`config.mk`:
```
export PLATFORM = sky130hd
export DESIGN_NAME = mbus_tx_sequencer
export DESIGN_NICKNAME = d
export VERILOG_FILES = /design/src/rtl/mbus_tx_sequencer.sv
export SDC_FILE = /design/constraint.sdc
export NUM_CORES = 1
export LEC_CHECK = 0
export ABC_AREA = 1
export CAP_MARGIN = 0
export CORE_MARGIN = 4
export CORE_UTILIZATION = 40
export DETAILED_ROUTE_END_ITERATION = 7
export SYNTH_ARGS = -nofsm -noshare
export SYNTH_HDL_FRONTEND = slang
export SYNTH_SLANG_ARGS = --single-unit
```
`constraint.sdc`:
```
create_clock -name CLK -period 11.7 [get_ports CLK]
set_clock_uncertainty 0.15 [all_clocks]
set_input_delay 2.34 -clock CLK [delete_from_list [all_inputs] [get_ports CLK]]
set_output_delay 2.34 -clock CLK [all_outputs]
set_load 0.05 [all_outputs]
```
`src/rtl/mbus_tx_sequencer.sv`:
```
// MBus transmit sequencer: buffers message words, sends them as one MBus
// message with per-word handshakes, and re-sends the whole message on failure.
`timescale 1ns/1ps
`ifndef DATA_WIDTH
`define DATA_WIDTH 32
`endif
`ifndef ADDR_WIDTH
`define ADDR_WIDTH 32
`endif

module mbus_tx_sequencer #(
  parameter int BUF_DEPTH = 4,
  parameter int MAX_RETRY = 3
) (
  input  logic                             CLK,
  input  logic                             RESET,
  input  logic [`DATA_WIDTH-1:0]           WR_DATA,
  input  logic                             WR_EN,
  output logic [$clog2(BUF_DEPTH+1)-1:0]   COUNT,
  output logic                             FULL,
  input  logic                             START,
  input  logic [`ADDR_WIDTH-1:0]           START_ADDR,
  input  logic                             START_PRIORITY,
  output logic                             BUSY,
  output logic                             DONE,
  output logic                             FAIL,
  output logic [`ADDR_WIDTH-1:0]           TX_ADDR,
  output logic [`DATA_WIDTH-1:0]           TX_DATA,
  output logic                             TX_REQ,
  output logic                             TX_PEND,
  output logic                             TX_PRIORITY,
  input  logic                             TX_ACK,
  input  logic                             TX_SUCC,
  input  logic                             TX_FAIL,
  output logic                             TX_RESP_ACK
);

  localparam int CNT_W = $clog2(BUF_DEPTH + 1);
  localparam int IDX_W = (BUF_DEPTH > 1) ? $clog2(BUF_DEPTH) : 1;
  localparam int RTY_W = (MAX_RETRY > 0) ? $clog2(MAX_RETRY + 1) : 1;
  localparam int DW    = `DATA_WIDTH;

  typedef enum logic [2:0] {
    S_IDLE,
    S_SEND,
    S_ACKD,
    S_RESULT,
    S_RESP
  } state_t;

  state_t           state;
  logic [DW-1:0]    buf_mem [BUF_DEPTH];
  logic [IDX_W-1:0] idx;
  logic [RTY_W-1:0] retry;
  logic             res_fail;

  logic             wr_ok;
  logic [CNT_W-1:0] cnt_wr;
  logic [IDX_W-1:0] idx_nxt;
  logic             more_words;
  logic             pend_nxt;
  logic [DW-1:0]    word0;
  logic             resp_in;
  logic             resp_state;

  // Next-word bookkeeping and write acceptance; a write is accepted only when idle and not full
  always_comb begin
    wr_ok      = (state == S_IDLE) && WR_EN && !FULL;
    cnt_wr     = COUNT + CNT_W'(wr_ok);
    idx_nxt    = idx + IDX_W'(1);
    more_words = (CNT_W'(idx) + CNT_W'(1)) < COUNT;
    pend_nxt   = (CNT_W'(idx) + CNT_W'(2)) < COUNT;
    // A write landing in the START cycle into an empty buffer is not in buf_mem yet
    word0      = (COUNT == '0) ? WR_DATA : buf_mem[0];
    resp_in    = TX_SUCC | TX_FAIL;
    resp_state = (state == S_SEND) || (state == S_ACKD) || (state == S_RESULT);
  end

  // Message word storage; contents are discarded logically by clearing COUNT
  always_ff @(posedge CLK) begin
    if (wr_ok) begin
      buf_mem[COUNT[IDX_W-1:0]] <= WR_DATA;
    end
  end

  // Sequencer FSM with registered bus and status outputs
  always_ff @(posedge CLK) begin
    if (RESET) begin
      state       <= S_IDLE;
      COUNT       <= '0;
      FULL        <= 1'b0;
      BUSY        <= 1'b0;
      DONE        <= 1'b0;
      FAIL        <= 1'b0;
      TX_REQ      <= 1'b0;
      TX_PEND     <= 1'b0;
      TX_PRIORITY <= 1'b0;
      TX_RESP_ACK <= 1'b0;
      TX_ADDR     <= '0;
      TX_DATA     <= '0;
      idx         <= '0;
      retry       <= '0;
    end else begin
      DONE <= 1'b0;
      FAIL <= 1'b0;
      if (resp_state && resp_in) begin
        // Message result can arrive at any point, including mid-message
        TX_REQ      <= 1'b0;
        res_fail    <= TX_FAIL;
        TX_RESP_ACK <= 1'b1;
        state       <= S_RESP;
      end else begin
        case (state)
          S_IDLE: begin
            COUNT <= cnt_wr;
            FULL  <= (int'(cnt_wr) == BUF_DEPTH);
            if (START) begin
              if (cnt_wr == '0) begin
                FAIL <= 1'b1;
              end else begin
                idx         <= '0;
                retry       <= '0;
                BUSY        <= 1'b1;
                TX_REQ      <= 1'b1;
                TX_ADDR     <= START_ADDR;
                TX_PRIORITY <= START_PRIORITY;
                TX_DATA     <= word0;
                TX_PEND     <= (cnt_wr != CNT_W'(1));
                state       <= S_SEND;
              end
            end
          end
          S_SEND: begin
            if (TX_ACK) begin
              TX_REQ <= 1'b0;
              state  <= S_ACKD;
            end
          end
          S_ACKD: begin
            if (!TX_ACK) begin
              if (more_words) begin
                idx     <= idx_nxt;
                TX_REQ  <= 1'b1;
                TX_DATA <= buf_mem[idx_nxt];
                TX_PEND <= pend_nxt;
                state   <= S_SEND;
              end else begin
                state <= S_RESULT;
              end
            end
          end
          S_RESULT: begin
            state <= S_RESULT;
          end
          S_RESP: begin
            if (!resp_in) begin
              TX_RESP_ACK <= 1'b0;
              if (!res_fail) begin
                DONE  <= 1'b1;
                COUNT <= '0;
                FULL  <= 1'b0;
                BUSY  <= 1'b0;
                state <= S_IDLE;
              end else if (int'(retry) < MAX_RETRY) begin
                retry   <= retry + RTY_W'(1);
                idx     <= '0;
                TX_REQ  <= 1'b1;
                TX_DATA <= buf_mem[0];
                TX_PEND <= (COUNT != CNT_W'(1));
                state   <= S_SEND;
              end else begin
                FAIL  <= 1'b1;
                COUNT <= '0;
                FULL  <= 1'b0;
                BUSY  <= 1'b0;
                state <= S_IDLE;
              end
            end
          end
          default: state <= S_IDLE;
        endcase
      end
    end
  end

endmodule
```
==> flow_summary.toml, run 1 <==
[status]
outcome = "finished clean"

[finish]
layout_common_cells = "302 x nand2_1, 159 x nor2_1, 150 x inv_1"
area_delta_synth_final_pct = 25.7
final_common_cell = "nand2_1"
final_nets = 1349
n_fill_cell = 2222
drive_above_1_share = 0.0528
antenna_cells = 0

[critical_path]
worstSetupPathType = "input port to flop"
crit_top_cell = "nor2_1"
max_stage_delay_ps = 490
critPathArrivalTime_ps = 5180
critPathRequiredTime_ps = 11950
cp_top_family = "simple AND/OR/NAND/NOR gates"
crit_buf_inv = 3
path_max_fanout = 41
crit_chain = "clkdlybuf4s50_1 -> inv_1 -> nor3_1 -> ha_1 -> ha_1 -> nor2_1 -> nand3_1 -> nor2_1 -> nor2_1 -> nand3_2 -> buf_4 -> nand2_1 -> nand2_1 -> nor2_1"
cpMaxStageDelayCell = "buf_4"
cp-start-kind = "input port"
end_kind = "flop"

[grt]
grt_start_max_net_pins = 68
grt_pass1_vias = 7227
gr-total-overflow = 0
grt_pass1_wl_um = 38300
antenna_found_initial = 0
track_usage = 0.179

[sta]
tightest_slew_ps = 1070
hold_viol = 0
setup_violations = 0
totalNegativeSetupSlack_ps = 0
holdWs_ps = 292
clock.fmax_ghz = 0.203
rsz0062_at_grt = "no"
slew_headroom = 0.284
slew_viol_final = 0
finalCritPeriodShare = 0.421
min_period_ps = 4930

[clock_tree]
h-tree-depth = 1
tritoncts = "yes"
cts_resized = 0
hold_buffers = 0
cts_buffer_depth = 3
clk_latency_ps = 510
clock_sinks = 211
cts_inserted_buffers = 24
path_clk_slew_ps = 60
cts_setup_buffers = 0
cts_root_buf = "clkbuf_16"

[logic_synthesis]
syn_inst = 1142
synthArstFlopShare = 0
synth_ff_type = "edfxtp_1"
synth_edf_count = 129
synth-seq-area-share = 0.574
synth-seq-cells = 211
yosys_warnings = 0
synth_fp_nets = 1222
synth_area_mm2 = 0.00960
syn_area_per_cell_um2 = 8.41
netlist.area_leader.share = 0.403
ys_types = 26
ys_top_cells_by_area = "edfxtp_1 40%, dfxtp_1 17%, nand2_1 12%, nor2_1 6.3%, inv_1 5.9%"
yosysTopAreaCell = "edfxtp_1"

[routing]
via_per_inst = 4.71
ant_nets = 0
routed_wirelength_um = 23800
dr.pass1.iters = 5
avgRoutedWirePerCell_um = 14.8
num_vias = 7565
drtIter0Drc = 485
drc = 0

[floorplan]
die-area_mm2 = 0.0265
core_area_mm2 = 0.0235
die_w_um = 163
io_pins = 147
dieHeight_um = 163
initial_utilization = 0.408
std_cell_rows = 56

[power]
cellLeakagePower_nw = 4.93
ir_worst_vdd_mv = 0.146
power_density_mw_per_mm2 = 268

[hold_path]
hp-class = "flop to flop"

[job]
cap_violations = 0

[placed_design]
port_buffers = 146
dp_hpwl_um = 14500
gp_congestion = 0.776
==> through the flow <==
stage	setup WS (ps)	instance area, µm²	power (mW)	instances	utilization
2_1_floorplan	6200	9600	2.14	1142	-
3_3_place_gp	6330	11300	2.53	1562	0.481
3_5_place_dp	6230	11300	2.55	1562	0.481
4_1_cts	6770	12100	3.26	1606	0.513
5_1_grt	6460	12100	3.47	1606	0.513
6_report	6770	12100	3.23	1606	0.513
==> cell usage after synthesis, types with 2 or more instances <==
master,n
nand2_1,302
nor2_1,160
inv_1,150
edfxtp_1,129
dfxtp_1,82
nand3_1,79
o21ai_0,70
a21oi_1,43
o211ai_1,34
clkbuf_1,32
buf_2,12
ha_1,8
nor3_1,8
buf_1,5
buf_4,5
buf_6,5
nor2_4,5
inv_2,3
a32oi_1,2
nand2_2,2
==> final cells by class <==
class	count	area, µm²	share of cell area
Sequential cell	211	5520	0.457
Multi-Input combinational cell	718	3250	0.269
Timing Repair Buffer	160	1570	0.130
Clock buffer	39	728	0.0603
Inverter	154	578	0.0479
Tap cell	319	399	0.0331
Clock inverter	5	25.0	0.00207
==> worst paths after layout <==
| check | startpoint | endpoint | slack [ps] | depth (start not counted) |
|---|---|---|---|---|
| hold reg to reg | TX_ADDR[21]$_SDFFE_PP0P_ | TX_ADDR[21]$_SDFFE_PP0P_ | 290 | 2 |
| setup reg to reg | state[1]$_SDFFE_PP0P_ | TX_DATA[10]$_SDFFE_PP0P_ | 8360 | 14 |
| hold / removal | TX_ADDR[21]$_SDFFE_PP0P_ | TX_ADDR[21]$_SDFFE_PP0P_ | 290 | 2 |
| setup / recovery | WR_EN | TX_DATA[10]$_SDFFE_PP0P_ | 6770 | 14 |
==> power by group <==
| group | leakage (nW) | internal, mW | total (mW) | switching [mW] |
|---|---|---|---|---|
| sequential | 1.85 | 0.961 | 1.05 | 0.0880 |
| clock | 0.366 | 0.423 | 0.708 | 0.285 |
| combinational | 2.71 | 0.462 | 1.47 | 1.01 |
| total | 4.93 | 1.85 | 3.23 | 1.38 |
==> registers in the layout, indices dropped and copies added, names as in the netlist, 2 cells and up <==
| register | count |
|---|---|
| TX_ADDR | 32 |
| idx | 2 |
| COUNT | 3 |
| retry | 2 |
| state | 3 |
| TX_DATA | 32 |
| buf_mem | 128 |
==> logic make-up after synthesis <==
logic type               after synthesis  synth area share
AND/OR/NAND/NOR                      559             0.236
buffers and inverters                213            0.0907
flip-flops                           211             0.574
AO/OA/AOI/OAI                        151            0.0889
adder cells (fa/ha/maj)                8            0.0104
==> metal layers <==
layer  vias to the layer above  share of wire  track usage
met5                         -              0            0
met4                         0          0.019       0.0496
met3                        33          0.044       0.0276
met2                       152           0.47        0.299
met1                      3455           0.46        0.244
li1                       3925              -            -
==> worst reg2reg max path: cells and delay by family, from the launching register on <==
| kind | cells | cell delay [ps] |
|---|---|---|
| adders and majority gates | 2 | 450 |
| buffers and inverters | 1 | 490 |
| DFF | 1 | 390 |
| and+or+nand+nor | 11 | 1760 |
No activity file was read; power rests on OpenSTA's default activity.
==> run 2, diff against run 1 <==
==> constraint.sdc (replaced) <==
create_clock -name CLK -period 4.5 [get_ports CLK]
set_clock_uncertainty 0.15 [all_clocks]
set_input_delay 0.9 -clock CLK [delete_from_list [all_inputs] [get_ports CLK]]
set_output_delay 0.9 -clock CLK [all_outputs]
set_load 0.05 [all_outputs]
==> run 2 against run 1 <==
Compared with the run above:
- design area rose by 0.29%
- die area did not move
- count of clock-buffer cells in the layout fell by 7
- global-route usage fell by 0.34 points
- utilization rose by 0.15 points
- critical path depth did not move
- non-clock buffer count rose by 5
- sequential cell count did not move
- first-iteration DRC count fell by 9.5%
==> flow_summary.toml, run 2 (same netlist as run 1, synthesis figures left out) <==
[status]
outcome = "finished clean"

[critical_path]
end_kind = "flop"
rr_startpoint = "state[1]$_SDFFE_PP0P_"
cp-start-kind = "input port"
cp_top_family = "simple AND/OR/NAND/NOR gates"
rrSetupSlack_ps = 1570
crit_chain = "clkdlybuf4s50_1 -> inv_1 -> nor3_1 -> ha_1 -> ha_1 -> nor2_1 -> nand3_1 -> nor2_1 -> nor2_1 -> nand3_2 -> buf_4 -> nand2_1 -> nand2_1 -> nor2_1"
worstReg2RegEnd = "TX_DATA[21]$_SDFFE_PP0P_"
critPathArrivalTime_ps = 3330
path_max_fanout = 38
worstSetupPathType = "input port to flop"
crit_buf_inv = 3
rr_worst_depth = 14
critPathRequiredTime_ps = 4750
max_stage_delay_ps = 460
crit_top_cell = "nor2_1"
cpMaxStageDelayCell = "clkdlybuf4s50_1"

[placed_design]
port_buffers = 146
place_area_mm2 = 0.0114
gp_congestion = 0.777
dp_hpwl_um = 14700

[clock_tree]
tritoncts = "yes"
clk_latency_ps = 520
cts_root_buf = "clkbuf_16"
cts_setup_buffers = 0
cts_inserted_buffers = 25
h-tree-depth = 1
cts_buffer_depth = 3
cts_resized = 0
hold_buffers = 0
clock_sinks = 211
path_clk_slew_ps = 50

[sta]
holdWs_ps = 291
finalCritPeriodShare = 0.684
setup_violations = 0
slew_viol_final = 0
rsz0062_at_grt = "no"
clock.fmax_ghz = 0.325
tightest_slew_ps = 1040
hold_viol = 0
min_period_ps = 3080
totalNegativeSetupSlack_ps = 0
slew_headroom = 0.305

[finish]
fin_area_mm2 = 0.0121
final_nets = 1355
final_common_cell = "nand2_1"
largest_register_ffs = 128
n_fill_cell = 2273
layout_common_cells = "302 x nand2_1, 159 x nor2_1, 150 x inv_1"
antenna_cells = 0
area_delta_synth_final_pct = 26.1
drive_above_1_share = 0.0580
fin_util = 0.514

[grt]
grt_pass1_wl_um = 37800
gr-total-overflow = 0
track_usage = 0.176
grt_start_max_net_pins = 100
grt_pass1_vias = 7080
antenna_found_initial = 0

[floorplan]
initial_utilization = 0.408
std_cell_rows = 56
io_pins = 147
dieHeight_um = 163
core_area_mm2 = 0.0235
die_w_um = 163
die-area_mm2 = 0.0265

[routing]
drc = 0
ant_nets = 0
num_vias = 7589
routed_wirelength_um = 23800
drtIter0Drc = 439
avgRoutedWirePerCell_um = 14.8
dr.pass1.iters = 5
via_per_inst = 4.71

[hold_path]
min_from = "TX_ADDR[26]$_SDFFE_PP0P_"
hold_path_depth = 2
hp-class = "flop to flop"
holdPathEnd = "TX_ADDR[26]$_SDFFE_PP0P_"

[power]
power_density_mw_per_mm2 = 693
ir_worst_vdd_mv = 0.353
cellLeakagePower_nw = 4.96

[job]
cap_violations = 0
-- run 2: cell count changes in the layout (fill, tap and decap cells not counted), sizes merged --
cell / before / now
clkinvlp: 1 / 0
clkinv: 4 / 12
clkbuf: 39 / 32
buf: 14 / 19
inv: 154 / 155
-- run 2: worst max path at each step --
stage / start / end / slack [ps] / cells after the start
finish: WR_EN / TX_DATA[21]$_SDFFE_PP0P_ / 1420 / 14
global route: WR_EN / TX_DATA[17]$_SDFFE_PP0P_ / 1150 / 14
CTS: WR_EN / TX_DATA[26]$_SDFFE_PP0P_ / 1440 / 14
detailed placement: WR_EN / TX_DATA[26]$_SDFFE_PP0P_ / 900 / 14
global placement: WR_EN / TX_DATA[21]$_SDFFE_PP0P_ / 1040 / 14
floorplan: WR_EN / buf_mem[0][0]$_DFFE_PP_ / 440 / 4
-- run 2: tightest hold or removal path: stages (launching register included) --
cell and delay [ps]:
dfxtp_1 300, inv_1 40, a21oi_1 50
-- run 2: metal layers --
metal / track usage / up-vias / share of wire
met4: 0.0457 / 0 / 0.023
li1: - / 3939 / -
met1: 0.238 / 3460 / 0.45
met5: 0 / - / 0
met2: 0.297 / 151 / 0.48
met3: 0.0263 / 39 / 0.043
-- run 2: area by class of cell --
type | instances | area (µm²) | area share
inverters | 154 | 578 | 0.0478
well taps | 319 | 399 | 0.0330
repair buffers | 165 | 1620 | 0.134
clock inverters | 13 | 66.3 | 0.00548
clock buffers | 32 | 672 | 0.0555
flip-flops and latches | 211 | 5520 | 0.456
multi-input cells | 718 | 3250 | 0.269
-- run 2: where the power goes --
group / switching, mW / total, mW / internal, mW / leakage [nW]
combinational: 2.66 / 3.88 / 1.22 / 2.74
clock: 0.763 / 1.81 / 1.05 / 0.368
sequential: 0.196 / 2.70 / 2.50 / 1.85
-- run 2: stage by stage --
stage | total power, mW | setup WS, ps | std cells
after floorplan | 5.55 | 438 | 1142
after global placement | 6.60 | 1040 | 1567
after detailed placement | 6.65 | 902 | 1567
after CTS | 8.49 | 1440 | 1612
after global routing | 8.99 | 1150 | 1612
final | 8.39 | 1420 | 1612
